[src/rtl/effects_pkg.sv]
// rtl/effects_pkg.sv - shared level constants, ramp state type and target clamp
package effects_pkg;

    localparam int MAX_LEVEL = 8;
    localparam int LEVEL_W   = 4;

    typedef enum logic [1:0] {
        HOLD    = 2'd0,
        RISING  = 2'd1,
        FALLING = 2'd2
    } ramp_state_t;

    // Intensity codes above full effect saturate to full effect.
    function automatic logic [LEVEL_W-1:0] clamp_level(input logic [LEVEL_W-1:0] raw);
        return (raw > LEVEL_W'(MAX_LEVEL)) ? LEVEL_W'(MAX_LEVEL) : raw;
    endfunction

endpackage

[src/rtl/level_slew.sv]
// rtl/level_slew.sv - accept-paced step counter and one-step-per-event level slewer
import effects_pkg::*;

module level_slew #(
    parameter int RAMP_DIV = 64
) (
    input  logic               clk,
    input  logic               reset,
    input  logic               accept,
    input  logic [LEVEL_W-1:0] target,
    output logic [LEVEL_W-1:0] level
);

    localparam int CNT_W = (RAMP_DIV > 1) ? $clog2(RAMP_DIV) : 1;
    localparam logic [CNT_W-1:0] CNT_LAST = CNT_W'(RAMP_DIV - 1);

    logic [CNT_W-1:0]   cnt_q, cnt_d;
    logic [LEVEL_W-1:0] level_q, level_d;
    ramp_state_t        ramp_state;
    logic               step;

    // Ramp direction is re-derived every cycle, so a new target redirects the
    // ramp at the very next step event without touching the counter.
    always_comb begin
        ramp_state = HOLD;
        cnt_d      = cnt_q;
        level_d    = level_q;
        step       = accept && (cnt_q == CNT_LAST);

        if (level_q < target) begin
            ramp_state = RISING;
        end else if (level_q > target) begin
            ramp_state = FALLING;
        end

        if (accept) begin
            cnt_d = step ? '0 : cnt_q + 1'b1;
        end

        if (step) begin
            unique case (ramp_state)
                RISING:  level_d = level_q + 1'b1;
                FALLING: level_d = level_q - 1'b1;
                default: level_d = level_q;
            endcase
        end
    end

    // Counter and level registers; both hold whenever nothing is accepted.
    always_ff @(posedge clk or negedge reset) begin
        if (!reset) begin
            cnt_q   <= '0;
            level_q <= '0;
        end else begin
            cnt_q   <= cnt_d;
            level_q <= level_d;
        end
    end

    assign level = level_q;

endmodule

[src/rtl/volume_ramp.sv]
// rtl/volume_ramp.sv - one-deep skid-free sample stage scaling audio by (8-level)/8
import effects_pkg::*;

module volume_ramp #(
    parameter int DATA_W   = 12,
    parameter int RAMP_DIV = 64
) (
    input  logic                     clk,
    input  logic                     reset,
    input  logic [LEVEL_W-1:0]       intensity,
    input  logic signed [DATA_W-1:0] in_data,
    input  logic                     in_valid,
    output logic                     in_ready,
    output logic signed [DATA_W-1:0] out_data,
    output logic                     out_valid,
    input  logic                     out_ready,
    output logic [LEVEL_W-1:0]       level
);

    localparam int PROD_W = DATA_W + 4;

    logic                     out_valid_q, out_valid_d;
    logic signed [DATA_W-1:0] out_data_q, out_data_d;
    logic                     accept;
    logic [LEVEL_W-1:0]       target;
    logic [LEVEL_W-1:0]       gain;
    logic signed [PROD_W-1:0] in_ext, gain_ext, prod;

    assign target   = clamp_level(intensity);
    assign in_ready = !out_valid_q || out_ready;
    assign accept   = in_valid && in_ready;

    level_slew #(
        .RAMP_DIV (RAMP_DIV)
    ) u_level_slew (
        .clk    (clk),
        .reset  (reset),
        .accept (accept),
        .target (target),
        .level  (level)
    );

    // Scale by (8-level) in a 4-bit-wider signed product; the arithmetic
    // shift floors, and |result| <= |in_data| so it always fits DATA_W.
    always_comb begin
        gain        = LEVEL_W'(MAX_LEVEL) - level;
        in_ext      = {{4{in_data[DATA_W-1]}}, in_data};
        gain_ext    = $signed({{DATA_W{1'b0}}, gain});
        prod        = in_ext * gain_ext;
        out_valid_d = out_valid_q;
        out_data_d  = out_data_q;
        if (accept) begin
            out_valid_d = 1'b1;
            out_data_d  = DATA_W'(prod >>> 3);
        end else if (out_ready) begin
            out_valid_d = 1'b0;
        end
    end

    // Output register; reset drops any pending sample.
    always_ff @(posedge clk or negedge reset) begin
        if (!reset) begin
            out_valid_q <= 1'b0;
            out_data_q  <= '0;
        end else begin
            out_valid_q <= out_valid_d;
            out_data_q  <= out_data_d;
        end
    end

    assign out_valid = out_valid_q;
    assign out_data  = out_data_q;

endmodule

[config.mk]
export PLATFORM = sky130hd
export DESIGN_NAME = volume_ramp
export DESIGN_NICKNAME = d
export VERILOG_FILES = /design/src/rtl/effects_pkg.sv /design/src/rtl/level_slew.sv /design/src/rtl/volume_ramp.sv
export SDC_FILE = /design/constraint.sdc
export NUM_CORES = 1
export LEC_CHECK = 0
export ABC_CLOCK_PERIOD_IN_PS = 5600
export CAP_MARGIN = 25
export CORE_UTILIZATION = 30
export DETAILED_ROUTE_END_ITERATION = 10
export GPL_ROUTABILITY_DRIVEN = 0
export HOLD_SLACK_MARGIN = 0.12
export PLACE_DENSITY = 0.55
export SLEW_MARGIN = 0
export SYNTH_ARGS = -nofsm -noshare
export SYNTH_HDL_FRONTEND = slang
export SYNTH_SLANG_ARGS = --single-unit
[constraint.sdc]
create_clock -name clk -period 5.6 [get_ports clk]
set_input_delay 0.84 -clock clk [delete_from_list [all_inputs] [get_ports clk]]
set_output_delay 0.84 -clock clk [all_outputs]
set_load 0.01 [all_outputs]
=== After elaboration in Yosys (flattened, before gate mapping) ===
Cells that the tools add are included.

* Word-level logic and storage cells: 29
* Output and inout bits: 18
* Flip-flop bits (word level): 23
* Bits of input ports: 20

* Equal/unequal tests: 3
* $mul: 1
* Add/subtract/negate cells: 4
* Reductions and logical operators: 7
* Muxes and demuxes: 7
* Order comparisons: 3

{| class="wikitable"
|+ Operator list
! kind !! count
|-
| multiplier 12 x 5 -> 15 bit || 1
|-
| one-hot mux 4 bit (2 select lines) || 1
|-
| adder 6 x 1 -> 6 bit, second input constant || 1
|-
| == test 6 bit, second input constant || 1
|-
| 2-to-1 mux 6 bit || 1
|-
| adder 4 x 1 -> 4 bit, second input constant || 1
|-
| greater-than comparator 4 bit || 1
|-
| greater-than comparator 4 bit, second input constant || 1
|-
| less-than comparator 4 bit || 1
|-
| 2-to-1 mux 2 bit || 2
|-
| 2-to-1 mux 4 bit || 1
|-
| nonzero test 2 bit || 2
|-
| subtractor 4 x 1 -> 4 bit, second input constant || 1
|-
| subtractor 4 bit, first input constant || 1
|-
| == test 2 x 1 -> 1 bit, second input constant || 1
|-
| == test 2 bit, second input constant || 1
|-
| logical AND 1 bit || 2
|-
| 2-to-1 mux 1 bit || 2
|-
| AND reduction 2 bit || 1
|-
| logical NOT 1 bit || 1
|-
| logical OR 1 bit || 1
|}

=== Depth between registers and ports, before layout ===
* Depth in word-level cells: 8
* Gate-level depth with buffers: 18
* Depth with buffers taken out: 16

=== Hierarchy ===
Synthesis repeated with hierarchy kept, for this count alone.

* Cells, all modules: 306
* Area total of the unflattened synthesis: 2812.7 sq um

{| class="wikitable"
|+ By module, submodules not included
! module !! instances !! sequential area each (sq um) !! area an instance (sq um) !! cells an instance
|-
| volume_ramp || 1 || 325.3 || 2135.8 || 242
|-
| level_slew || 1 || 250.2 || 676.9 || 64
|}

=== Worst setup path after synthesis ===
OpenSTA, ideal clock, no wires.

* Path type: register to register
* Start point: register u_level_slew.level_q[0], in the netlist u_level_slew.level[0]
* End point: register out_data_q[8], in the netlist out_data[8]
* Data arrival time: 4.236 ns
* Setup time: 0.135 ns
* Required time: 5.465 ns
* Setup slack: 1.230 ns
* Clock period less this slack: 4.370 ns
* Buffers on the path: 2
* Stages on the path, launching flop included: 18
* Path through: dfrtp_1 > buf_6 > or4_4 > nand2_1 > clkbuf_1 > and2_1 > ha_1 > fa_1 > inv_1 > fa_1 > inv_1 > ha_1 > or3_1 > a31oi_1 > o21ai_1 > a31oi_1 > xor2_1 > o21ai_0

* Word-level cells in the longest chain between the ends: 2

{| class="wikitable"
|+ Ends and longest elaborated chain
! what !! RTL line !! RTL
|-
| start, declared || level_slew.sv:18 || <nowiki>logic [LEVEL_W-1:0] level_q, level_d;</nowiki>
|-
| start signal, assigned || level_slew.sv:56 || <nowiki>level_q <= level_d;</nowiki>
|-
| subtractor 4 bit || volume_ramp.sv:46 || <nowiki>gain = LEVEL_W'(MAX_LEVEL) - level;</nowiki>
|-
| multiplier 12 x 5 -> 15 bit || volume_ramp.sv:49 || <nowiki>prod = in_ext * gain_ext;</nowiki>
|-
| end signal, assigned || volume_ramp.sv:67 || <nowiki>out_data_q <= out_data_d;</nowiki>
|-
| end, declared || volume_ramp.sv:23 || <nowiki>logic signed [DATA_W-1:0] out_data_q, out_data_d;</nowiki>
|}

Every way passes these cells.
A chain may end at the register's enable or synchronous reset.

=== Final worst setup path ===
Ends and elaborated chain as after synthesis.

==> metrics.md <==
| Metric | Value |
|---|---|
| Status | `complete, but fails checks` |
| Failing checks | `DRC` |
| Metal-1 WL | `3010 um` |
| CTS Hold Bufs | `0` |
| Post-synthesis instance area | `2750 um2` |
| Clock Sinks | `23` |
| Crit path capture type | `flip-flop` |
| Critical path's largest stage delay | `~0.54 ns` |
| Hold path startpoint | `u_level_slew.cnt_q[4]$_DFFE_PN0P_` |
| Critical Path AT | `between 4 and 5 ns` |
| Worst Setup Start Kind | `flip-flop` |
| FF+latch area | `576 um2` |
| Setup_tns | `0 ns` |
| Clk_skew | `about 0.008 ns` |
| Layout overhead on the synthesized area | `20.2%` |
| Final Net Count | `between 400 and 500` |
| Flop and latch count out of synthesis | `23` |
| CP max-delay cell | `or4_4` |
| Power Total | `roughly 0.57 mW` |
| Highest Signal Layer | `met4` |
| Setup bufs post-CTS | `0` |
| Drt drc | `8` |
| Buffers & Inverters on Critical Path | `3` |
| Share of layout cells above drive strength 1 | `around 3.1%` |
| CP delay by family, top | `adder cells` |
| Final setup viols | `0` |
| Max Cap Violations | `0` |
| Die height | `between 90 and 100 um` |
| WL met3 | `approximately 160 um` |
| Clock Path Buffers | `2` |
| Leak Pwr | `1.60 nW` |
| Reg clk slew, reported paths | `0.09 ns` |
| Num ports | `38` |
| Length of routed met2 wiring | `roughly 2400 um` |
| Fmax | `213 MHz` |
| EDFF count, synth | `0` |
| Place WS | `about 0.9 ns` |
| Remaining Overflow, GRT | `0` |
| Least-Margin Pin Slew | `0.729 ns` |
| Tot GR Track Use | `12.7%` |
| Critical path startpoint | `u_level_slew.level[0]$_DFFE_PN0P_` |
| Worst rel slew slack | `51.3%` |
| WS Path Type | `flip-flop to flip-flop` |
| FILL cells | `roughly 900` |
| H-tree depth | `1` |
| Drt pass-1 iters | `7` |
| CTS Buf Count | `3` |
| Largest net degree at the start of global routing | `28` |
| Die area | `9570 um2` |
| DR vias/cell | `4.63` |
| Antenna violations before repair | `0` |
| Remaining antenna violation count | `0` |
| Final Critical Period | `4.68 ns` |
| Yosys warns | `0` |
| Die W | `97.8 um` |
| Biggest fanout along the worst timing path | `18` |
| P per Cell Area | `174 nW/um2` |
| Total wire length | `5590 um` |
| Smallest setup slack after layout | `0.916 ns` |
| N_diodes | `0` |
| Most used flip-flop cell after synthesis | `dfrtp_1` |
| Resized Gates After CTS | `0` |
| FF-to-FF Start | `u_level_slew.level[0]$_DFFE_PN0P_` |
| CP cell instances | `buf_4 -> or4_4 -> nand2_1 -> and2_1 -> ha_1 -> fa_1 -> inv_1 -> fa_1 -> inv_1 -> ha_1 -> or3_1 -> a31oi_1 -> o21ai_1 -> a31oi_1 -> xor2_1 -> o21ai_0` |
| Final Hold Vio Count | `0` |
| TritonCTS clock tree | `built` |
| First-pass GRT wire length | `10100 um` |
| Max VDD drop | `0.0000987 V` |
| # rows | `34` |
| Post-Syn Area per Cell | `just under 9 um2` |
| I/O Buffers | `37` |
| Vias in the first global route | `2131` |
| Synth unique cells | `42` |
| Hold crit path type | `flip-flop to flip-flop` |
| Synth Instances | `314` |
| Seq/Total Area, Yosys | `20.9%` |
| Worst endpoint required time | `5.71 ns` |
| Core Area | `~9000 um2` |
| Slew Limit Fails | `0` |
| Initial Util | `31.3%` |
| Multi-input gate area | `1980 um2` |
| Avg WL per Cell | `12.2 um` |
| FFs w/ async S/R, synth | `100%` |
| Clock Latency Late Sink | `roughly 0.26 ns` |
| Period utilization | `83.6%` |
| Unrepaired setup endpoints after global routing | `false` |
| Via count | `roughly 2100` |
| Synth Net Count | `390` |
| Final HPWL DP | `4720 um` |
| CTS root buffer | `clkbuf_8` |
| Iter 0 DRT Violations | `53` |
where the power goes:
| group | switching [mW] | internal (mW) | leakage [nW] |
|---|---|---|---|
| logic | 0.117 | 0.124 | 1.30 |
| registers | 0.0277 | 0.203 | 0.280 |
| clock network | 0.0529 | 0.0496 | 0.0255 |
per-stage QoR:
step	util, %	std cells	area (um2)	hold slack [ns]
global route	37.6	458	3310	0.515
finish	37.6	458	3310	0.470
floorplan	-	314	2750	0.439
global placement	36.8	453	3240	0.453
CTS	37.6	458	3310	0.474
detailed placement	37.1	454	3260	0.459
cell families (layout without fill, tap and decap cells):
group / Yosys count / count (layout) / share of synthesized area [%]
and+or+nand+nor: 108 / 108 / 20.9
xor gates and xnor gates: 21 / 21 / 6.68
AOI/OAI and AO/OA: 52 / 52 / 11.7
buffers and inverters: 52 / 88 / 7.36
DFF: 23 / 23 / 20.9
adders and majority gates: 56 / 56 / 31.7
muxes: 2 / 2 / 0.772
worst paths after layout:
kind                                                          end  slack, ns  depth (start not counted)
worst max-delay path                      out_data[8]$_DFFE_PN0P_       0.92                         16
worst min-delay path            u_level_slew.cnt_q[4]$_DFFE_PN0P_       0.47                          1
worst max register to register            out_data[8]$_DFFE_PN0P_       0.92                         16
worst min register to register  u_level_slew.cnt_q[4]$_DFFE_PN0P_       0.47                          1
max in group asynchronous                   out_valid$_DFFE_PN0P_       4.33                          2
min in group asynchronous                 out_data[8]$_DFFE_PN0P_       0.86                          1
metal layers:
| layer | vias to the layer above | track usage [%] |
|---|---|---|
| li1 | 1107 | - |
| met1 | 970 | 18.7 |
| met2 | 39 | 19.9 |
| met3 | 4 | 1.22 |
| met4 | 0 | 3.73 |
| met5 | - | 0 |
synth_stat cells, types with 7 or more instances:
| master | instances | area share [%] |
|---|---|---|
| inv_1 | 44 | 6.0 |
| nand2_1 | 37 | 5.0 |
| and2_1 | 36 | 8.2 |
| ha_1 | 33 | 15 |
| dfrtp_1 | 23 | 21 |
| fa_1 | 23 | 17 |
| o21ai_0 | 16 | 2.9 |
| xnor2_1 | 11 | 3.5 |
| a21oi_1 | 10 | 1.8 |
| xor2_1 | 10 | 3.2 |
| nor2_1 | 9 | 1.2 |
| clkbuf_1 | 7 | 0.95 |
layout make-up:
cell class              count  area share [%]
clock inverters             1           0.151
repair buffers             40            12.5
multi-input cells         239            59.7
inverters                  44            4.99
clock buffers               3            1.25
well taps                 108            4.08
flip-flops and latches     23            17.4
placed cells by master, fill, tap and decap left out, types with 2 or more instances in the layout:
cell	n
o211ai_1	2
o21a_1	4
xnor2_1	11
ha_1	33
a31oi_1	3
buf_4	2
o21ai_0	16
clkbuf_8	3
nand2b_1	4
inv_1	44
nor3_1	2
o31ai_1	3
a211oi_1	2
nor3b_1	2
nor2_1	9
a21o_1	4
o21ai_1	2
dfrtp_1	23
nor2b_1	3
nand4_1	4
or3_1	3
fa_1	23
and2_1	36
xor2_1	10
a21oi_1	10
nand2_1	37
clkdlybuf4s50_1	37
worst reg2reg max path: stages (launching register included):
cell and delay, ns:
dfrtp_1 0.39, buf_4 0.21, or4_4 0.55, nand2_1 0.30, and2_1 0.18, ha_1 0.24, fa_1 0.54, inv_1 0.05
fa_1 0.53, inv_1 0.04, ha_1 0.24, or3_1 0.38, a31oi_1 0.26, o21ai_1 0.16, a31oi_1 0.22, xor2_1 0.17
o21ai_0 0.09
state kept, by name, summed over array words and instances (netlist names):
| signal | count |
|---|---|
| out_data | 12 |
| out_valid | 1 |
| u_level_slew.cnt_q | 6 |
| u_level_slew.level | 4 |
(Power assumes the default switching activity.)
